**src/rtl/regfile_dump_pkg.sv**
```systemverilog
// Shared types and default widths for the register-file dump reader.
package regfile_dump_pkg;

  localparam int unsigned RD_ADDR_WIDTH = 5;
  localparam int unsigned RD_DATA_WIDTH = 32;

  typedef enum logic [1:0] {
    ST_IDLE = 2'd0,
    ST_LOAD = 2'd1,
    ST_SEND = 2'd2,
    ST_DONE = 2'd3
  } state_e;

endpackage

```
**src/rtl/regfile_dump.sv**
```systemverilog
// Walks every register-file entry through the async read port and streams it out
// over valid/ready. Optional running XOR checksum enabled by REGFILE_DUMP_CSUM_EN.
module regfile_dump
  import regfile_dump_pkg::*;
#(
  parameter int unsigned ADDR_WIDTH = RD_ADDR_WIDTH,
  parameter int unsigned DATA_WIDTH = RD_DATA_WIDTH
) (
  input  logic                  clk,
  input  logic                  rst_n,
  input  logic                  start,
  output logic                  busy,
  output logic                  done,
  output logic [ADDR_WIDTH-1:0] rf_addr,
  input  logic [DATA_WIDTH-1:0] rf_rdata,
  output logic                  out_valid,
  input  logic                  out_ready,
  output logic [DATA_WIDTH-1:0] out_data,
  output logic [ADDR_WIDTH-1:0] out_idx,
  output logic                  out_last,
  output logic [DATA_WIDTH-1:0] out_csum
);

  localparam logic [ADDR_WIDTH-1:0] LAST_IDX = '1;

  state_e                  state_q, state_d;
  logic [ADDR_WIDTH-1:0]   idx_q, idx_d;
  logic [DATA_WIDTH-1:0]   out_data_q, out_data_d;
  logic [ADDR_WIDTH-1:0]   out_idx_q, out_idx_d;
  logic                    out_last_q, out_last_d;
  logic                    out_valid_q, out_valid_d;
  logic                    busy_q, busy_d;
  logic                    done_q, done_d;

  logic accept;
  assign accept = out_valid_q && out_ready;

  // Next-state and capture logic; status flags are registered from the next state.
  always_comb begin
    state_d    = state_q;
    idx_d      = idx_q;
    out_data_d = out_data_q;
    out_idx_d  = out_idx_q;
    out_last_d = out_last_q;

    unique case (state_q)
      ST_IDLE: begin
        if (start) begin
          state_d = ST_LOAD;
          idx_d   = '0;
        end
      end
      ST_LOAD: begin
        out_data_d = rf_rdata;
        out_idx_d  = idx_q;
        out_last_d = (idx_q == LAST_IDX);
        state_d    = ST_SEND;
      end
      ST_SEND: begin
        if (accept) begin
          if (out_last_q) begin
            state_d = ST_DONE;
          end else begin
            idx_d   = idx_q + ADDR_WIDTH'(1);
            state_d = ST_LOAD;
          end
        end
      end
      ST_DONE: begin
        state_d = ST_IDLE;
      end
      default: begin
        state_d = ST_IDLE;
      end
    endcase

    busy_d      = (state_d != ST_IDLE);
    done_d      = (state_d == ST_DONE);
    out_valid_d = (state_d == ST_SEND);
  end

  always_ff @(posedge clk) begin
    if (!rst_n) begin
      state_q     <= ST_IDLE;
      idx_q       <= '0;
      out_data_q  <= '0;
      out_idx_q   <= '0;
      out_last_q  <= 1'b0;
      out_valid_q <= 1'b0;
      busy_q      <= 1'b0;
      done_q      <= 1'b0;
    end else begin
      state_q     <= state_d;
      idx_q       <= idx_d;
      out_data_q  <= out_data_d;
      out_idx_q   <= out_idx_d;
      out_last_q  <= out_last_d;
      out_valid_q <= out_valid_d;
      busy_q      <= busy_d;
      done_q      <= done_d;
    end
  end

`ifdef REGFILE_DUMP_CSUM_EN
  logic [DATA_WIDTH-1:0] csum_q, csum_d;

  // Cleared on an accepted start, folded in on every accepted beat.
  always_comb begin
    csum_d = csum_q;
    if (state_q == ST_IDLE && start) begin
      csum_d = '0;
    end else if (state_q == ST_SEND && accept) begin
      csum_d = csum_q ^ out_data_q;
    end
  end

  always_ff @(posedge clk) begin
    if (!rst_n) begin
      csum_q <= '0;
    end else begin
      csum_q <= csum_d;
    end
  end

  assign out_csum = csum_q;
`else
  assign out_csum = '0;
`endif

  assign rf_addr   = idx_q;
  assign busy      = busy_q;
  assign done      = done_q;
  assign out_valid = out_valid_q;
  assign out_data  = out_data_q;
  assign out_idx   = out_idx_q;
  assign out_last  = out_last_q;

endmodule

```
**config.mk**
```make
export PLATFORM = sky130hd
export DESIGN_NAME = regfile_dump
export DESIGN_NICKNAME = d
export VERILOG_FILES = /design/src/rtl/regfile_dump_pkg.sv /design/src/rtl/regfile_dump.sv
export SDC_FILE = /design/constraint.sdc
export NUM_CORES = 1
export LEC_CHECK = 0
export ABC_AREA = 1
export ABC_CLOCK_PERIOD_IN_PS = 2500
export CORE_ASPECT_RATIO = 1.5
export CORE_UTILIZATION = 35
export CTS_CLUSTER_SIZE = 14
export DETAILED_ROUTE_END_ITERATION = 8
export PLACE_DENSITY = 0.74
export SLEW_MARGIN = 20
export SYNTH_ARGS = -nofsm -noshare
export SYNTH_HDL_FRONTEND = slang
export SYNTH_SLANG_ARGS = --single-unit
export TNS_END_PERCENT = 1
```
**constraint.sdc**
```tcl
create_clock -name clk -period 2.5 [get_ports clk]
set_input_delay 0.625 -clock clk [delete_from_list [all_inputs] [get_ports clk]]
set_output_delay 0.625 -clock clk [all_outputs]
set_load 0.02 [all_outputs]
```
Yosys cells after proc, flatten, opt, wreduce, memory -nomap -nowiden
Cells that the tools add are included.
{"block": "word_totals", "input_bits": 36, "out_inout_bits": 78, "ff_bits": 48, "word_cells": 31}
{"block": "classes", "add_sub_neg": 1, "reduce_logical": 5, "n_mux": 8, "n_eq_ne": 9}
{"op": "2-to-1 mux 5 bit", "n": 3}
{"op": "one-hot mux 5 bit (2 select lines)", "n": 1}
{"op": "== test 2 bit, second input constant", "n": 4}
{"op": "one-hot mux 2 bit (4 select lines)", "n": 1}
{"op": "2-to-1 mux 2 bit", "n": 3}
{"op": "inequality test 2 bit, second input constant", "n": 3}
{"op": "adder 5 x 1 -> 5 bit, second input constant", "n": 1}
{"op": "== test 5 bit, second input constant", "n": 1}
{"op": "AND reduction 4 bit", "n": 1}
{"op": "nonzero test 2 bit", "n": 2}
{"op": "== test 2 x 1 -> 1 bit, second input constant", "n": 1}
{"op": "zero test 2 bit", "n": 1}
{"op": "logical AND 1 bit", "n": 1}

Longest topological paths before layout
{"block": "logic_depth", "word_depth": 4, "mapped_depth": 8, "mapped_depth_nobuf": 8}

Least setup slack after synthesis
No wires, ideal clock.
{"block": "synth_timing", "path_type": "register to register", "startpoint": "register idx_q[0] (netlist: rf_addr[0])", "endpoint": "register idx_q[4] (netlist: rf_addr[4])", "required_time_ns": 2.384, "slack_ns": 1.147, "path_buffers": 0, "path_stages_with_launch": 9, "arrival_ns": 1.237, "setup_ns": 0.116, "period_less_slack_ns": 1.353, "cell_sequence": "dfxtp_1 ha_1 inv_1 nor2_1 ha_1 inv_1 nand2_1 o21ai_0 nor2_1"}
{"block": "synth_via", "elab_chain_cells": 4}
{"element": "from (decl)", "line_no": "regfile_dump.sv:27", "text": "logic [ADDR_WIDTH-1:0] idx_q, idx_d;"}
{"element": "from (signal assigned)", "line_no": "regfile_dump.sv:94", "text": "idx_q <= idx_d;"}
{"element": "adder 5 x 1 -> 5 bit", "line_no": "regfile_dump.sv:64", "text": "idx_d = idx_q + ADDR_WIDTH'(1);"}
{"element": "2-to-1 mux 5 bit", "line_no": "regfile_dump.sv:61", "text": "if (out_last_q) begin"}
{"element": "2-to-1 mux 5 bit", "line_no": "regfile_dump.sv:60", "text": "if (accept) begin"}
{"element": "one-hot mux 5 bit (2 select lines)", "line_no": "regfile_dump.sv:46", "text": "unique case (state_q)"}
Every way passes these cells. The select of a mux whose other input is x is not followed.
A chain may end at the register's enable or synchronous reset.

Worst setup path after layout
{"block": "layout_timing", "startpoint": "register idx_q[2] (netlist: rf_addr[2])", "endpoint": "output rf_addr[2]"}
{"element": "to (decl)", "line_no": "regfile_dump.sv:14", "text": "output logic [ADDR_WIDTH-1:0] rf_addr,"}
No word-level cell between the ends.

==> metrics.yaml <==
logic_synthesis:
  yosysTopAreaCell: "dfxtp_1"
  ys.flop_type: "dfxtp_1"
  synthMuxAreaShare_pct: 0
  synthAdderAreaFrac_pct: 1.23
  synthCells: 266
  synth_edf_count: 0
  synth_top_area_share_pct: 47.4
  synth.distinct_cells: 20
  yosys_warnings: 0
  postSynthAreaPerCell_sq_um: 7.62
  synth_async_sr_flop_share_pct: 0
  synth_top_family_by_area: "simple AND/OR/NAND/NOR gates"
  ys_seq_elements: 48
  synth_compound_area_share_pct: 12.3
  syn_area_sq_um: 2030
  synth_area_leaders: "dfxtp_1 (47%), nor2_1 (16%), buf_4 (12%)"
  synth-seq-area-share_pct: 47.4
  yosys-top-cells-count: "nor2_1 (84), dfxtp_1 (48), o21ai_0 (40), buf_4 (32), nand2_1 (18)"
  synth-simple-area-share_pct: 21.1
  synth_xor_area_share_pct: 0
  synth_most_common_cell: "nor2_1"
worst_setup_path:
  crit_chain: "clkdlybuf4s50_1"
  cp-startpoint: "rf_addr[2]"
  path_depth: 1
  cp_max_fo: 6
  max_stage_delay_ns: 0.65
  r2r_cells: 4
  end_kind: "output pin"
  cp_num_buf_inv: 1
  worst-r2r-setup-slack_ns: 1.11
  cpMaxStageDelayCell: "clkdlybuf4s50_1"
  cp-start-kind: "flip-flop"
  path_class: "reg -> out"
  r2r-end: "out_last"
  timing.rr.start: "state_q[1]"
  critical_path_required_ns: 1.88
  cp_top_family: "buffers and inverters"
  arrival_ns: 1.39
sta:
  rsz0062_at_grt: "false"
  fin_skew_ns: 0.00402
  slew_headroom_pct: 61.5
  timing.hold.ws_ns: 0.523
  layout_min_cycle_time_ns: 2.02
  final.setup.tns_ns: 0
  fmax_ghz: 0.496
  slew_viol_final: 0
  hold_viol: 0
  fin_crit_sh_pct: 80.6
  setup_viol: 0
  worst_pin_slew_ns: 0.577
  fin_ws_ns: 0.485
clock_tree:
  cts_setup_buffers: 0
  cts_root_buf: "clkbuf_8"
  numCtsBuffers: 5
  tritoncts: "done"
  cts_hold_buf: 0
  cts_resized: 0
  h-tree-depth: 2
  clk_latency_ns: 0.29
  clock_sinks: 48
  path_clk_slew_ns: 0.09
  clockBufferDepth: 2
placement:
  portBuffers: 81
  place_hpwl_microns: 3370
  pre_cts_slack_ns: 0.577
  routabilityCongestion: 0.828
  placed_cell_area_sq_um: 2760
grt:
  gr-total-overflow: 0
  grt_max_degree: 36
  antenna_found_initial: 0
  grt_use_total_pct: 15.8
  grt_pass1_vias: 1730
  grt_pass1_wl_microns: 7570
die:
  die_h_microns: 95.2
  coreArea_sq_um: 5530
  ios: 114
  die_w_microns: 64.2
  dieArea_sq_um: 6110
  start_util_pct: 36.7
  core.rowCount: 33
power_and_ir_drop:
  p_leak_nw: 1.24
  powerDensity_nw_per_um2: 658
  ir_drop_mv: 0.371
routing:
  ant_nets: 0
  firstDrtPassIters: 4
  wire_per_inst_microns: 11.2
  drt_iter0_drc: 44
  via_per_inst: 4.35
  remaining_drc_errors: 0
  routed_wl_microns: 4650
  routed-via-count: 1808
min_path:
  whs_path_depth: 2
  hp-class: "reg -> reg"
  hold_start: "out_data[17]"
  hold-path-endpoint: "out_data[17]"
layout:
  antenna_cells: 0
  fin_util_pct: 51.5
  seqCellArea_sq_um: 961
  fill_cells: 542
  stdcell_area_sq_um: 2850
  multi_input_area_sq_um: 822
  nets: 383
  area_delta_synth_final_pct: 40.5
  drive_above_1_share_pct: 4.91
run_status:
  outcome: "completed"
run:
  cap_viol_max_count: 0
[metrics by stage]
step	cells	power [mW]
floorplan	297	1.23
global placement	408	1.42
detailed placement	408	1.43
CTS	416	1.90
global route	416	1.99
finish	416	1.87
[layer usage]
layer / part of all wire, % / vias to the layer above / track usage [%]
met2: 51 / 77 / 29.5
met3: 6.0 / 6 / 2.99
li1: - / 924 / -
met4: 1.8 / 0 / 6.67
met1: 41 / 801 / 17.1
met5: 0 / - / 0
[layout by cell type, fill, tap and decap left out, types with 3 or more instances in the layout]
master,synthesis,final
a21oi_1,8,8
buf_4,32,3
clkbuf_8,0,6
clkdlybuf4s50_1,0,81
conb_1,1,32
dfxtp_1,48,48
inv_1,12,12
nand2_1,18,18
nor2_1,84,84
o21ai_0,40,40
[final cells by class]
type / count / share of cell area [%]
clock buffers: 6 / 2.90
repair buffers: 84 / 29.2
inverters: 14 / 1.84
well taps: 70 / 3.07
multi-input cells: 192 / 28.9
clock inverters: 2 / 0.351
flip-flops and latches: 48 / 33.7
[worst max path at each step]
stage,end,slack [ns]
3_3_place_gp,out_data[31],0.64
6_report,rf_addr[2],0.48
3_5_place_dp,out_data[23],0.58
2_1_floorplan,rf_addr[4],1.15
5_1_grt,rf_addr[2],0.44
4_1_cts,rf_addr[2],0.48
[kinds of logic after synthesis]
logic type                 Yosys count
AOI/OAI and AO/OA                   49
adders and majority gates            2
buffers and inverters               57
DFF                                 48
other                                1
and+or+nand+nor                    109
[sequential cells by signal, indices dropped and copies added (netlist names)]
signal	count
rf_addr	5
out_valid	1
state_q	2
busy	1
done	1
out_idx	5
out_data	32
out_last	1
[report_power, final]
| group | total, mW | internal, mW | switching [mW] |
|---|---|---|---|
| Sequential | 0.888 | 0.843 | 0.0447 |
| Clock | 0.468 | 0.221 | 0.247 |
| Combinational | 0.518 | 0.224 | 0.294 |
| Total | 1.87 | 1.29 | 0.586 |
(Power assumes the default switching activity.)
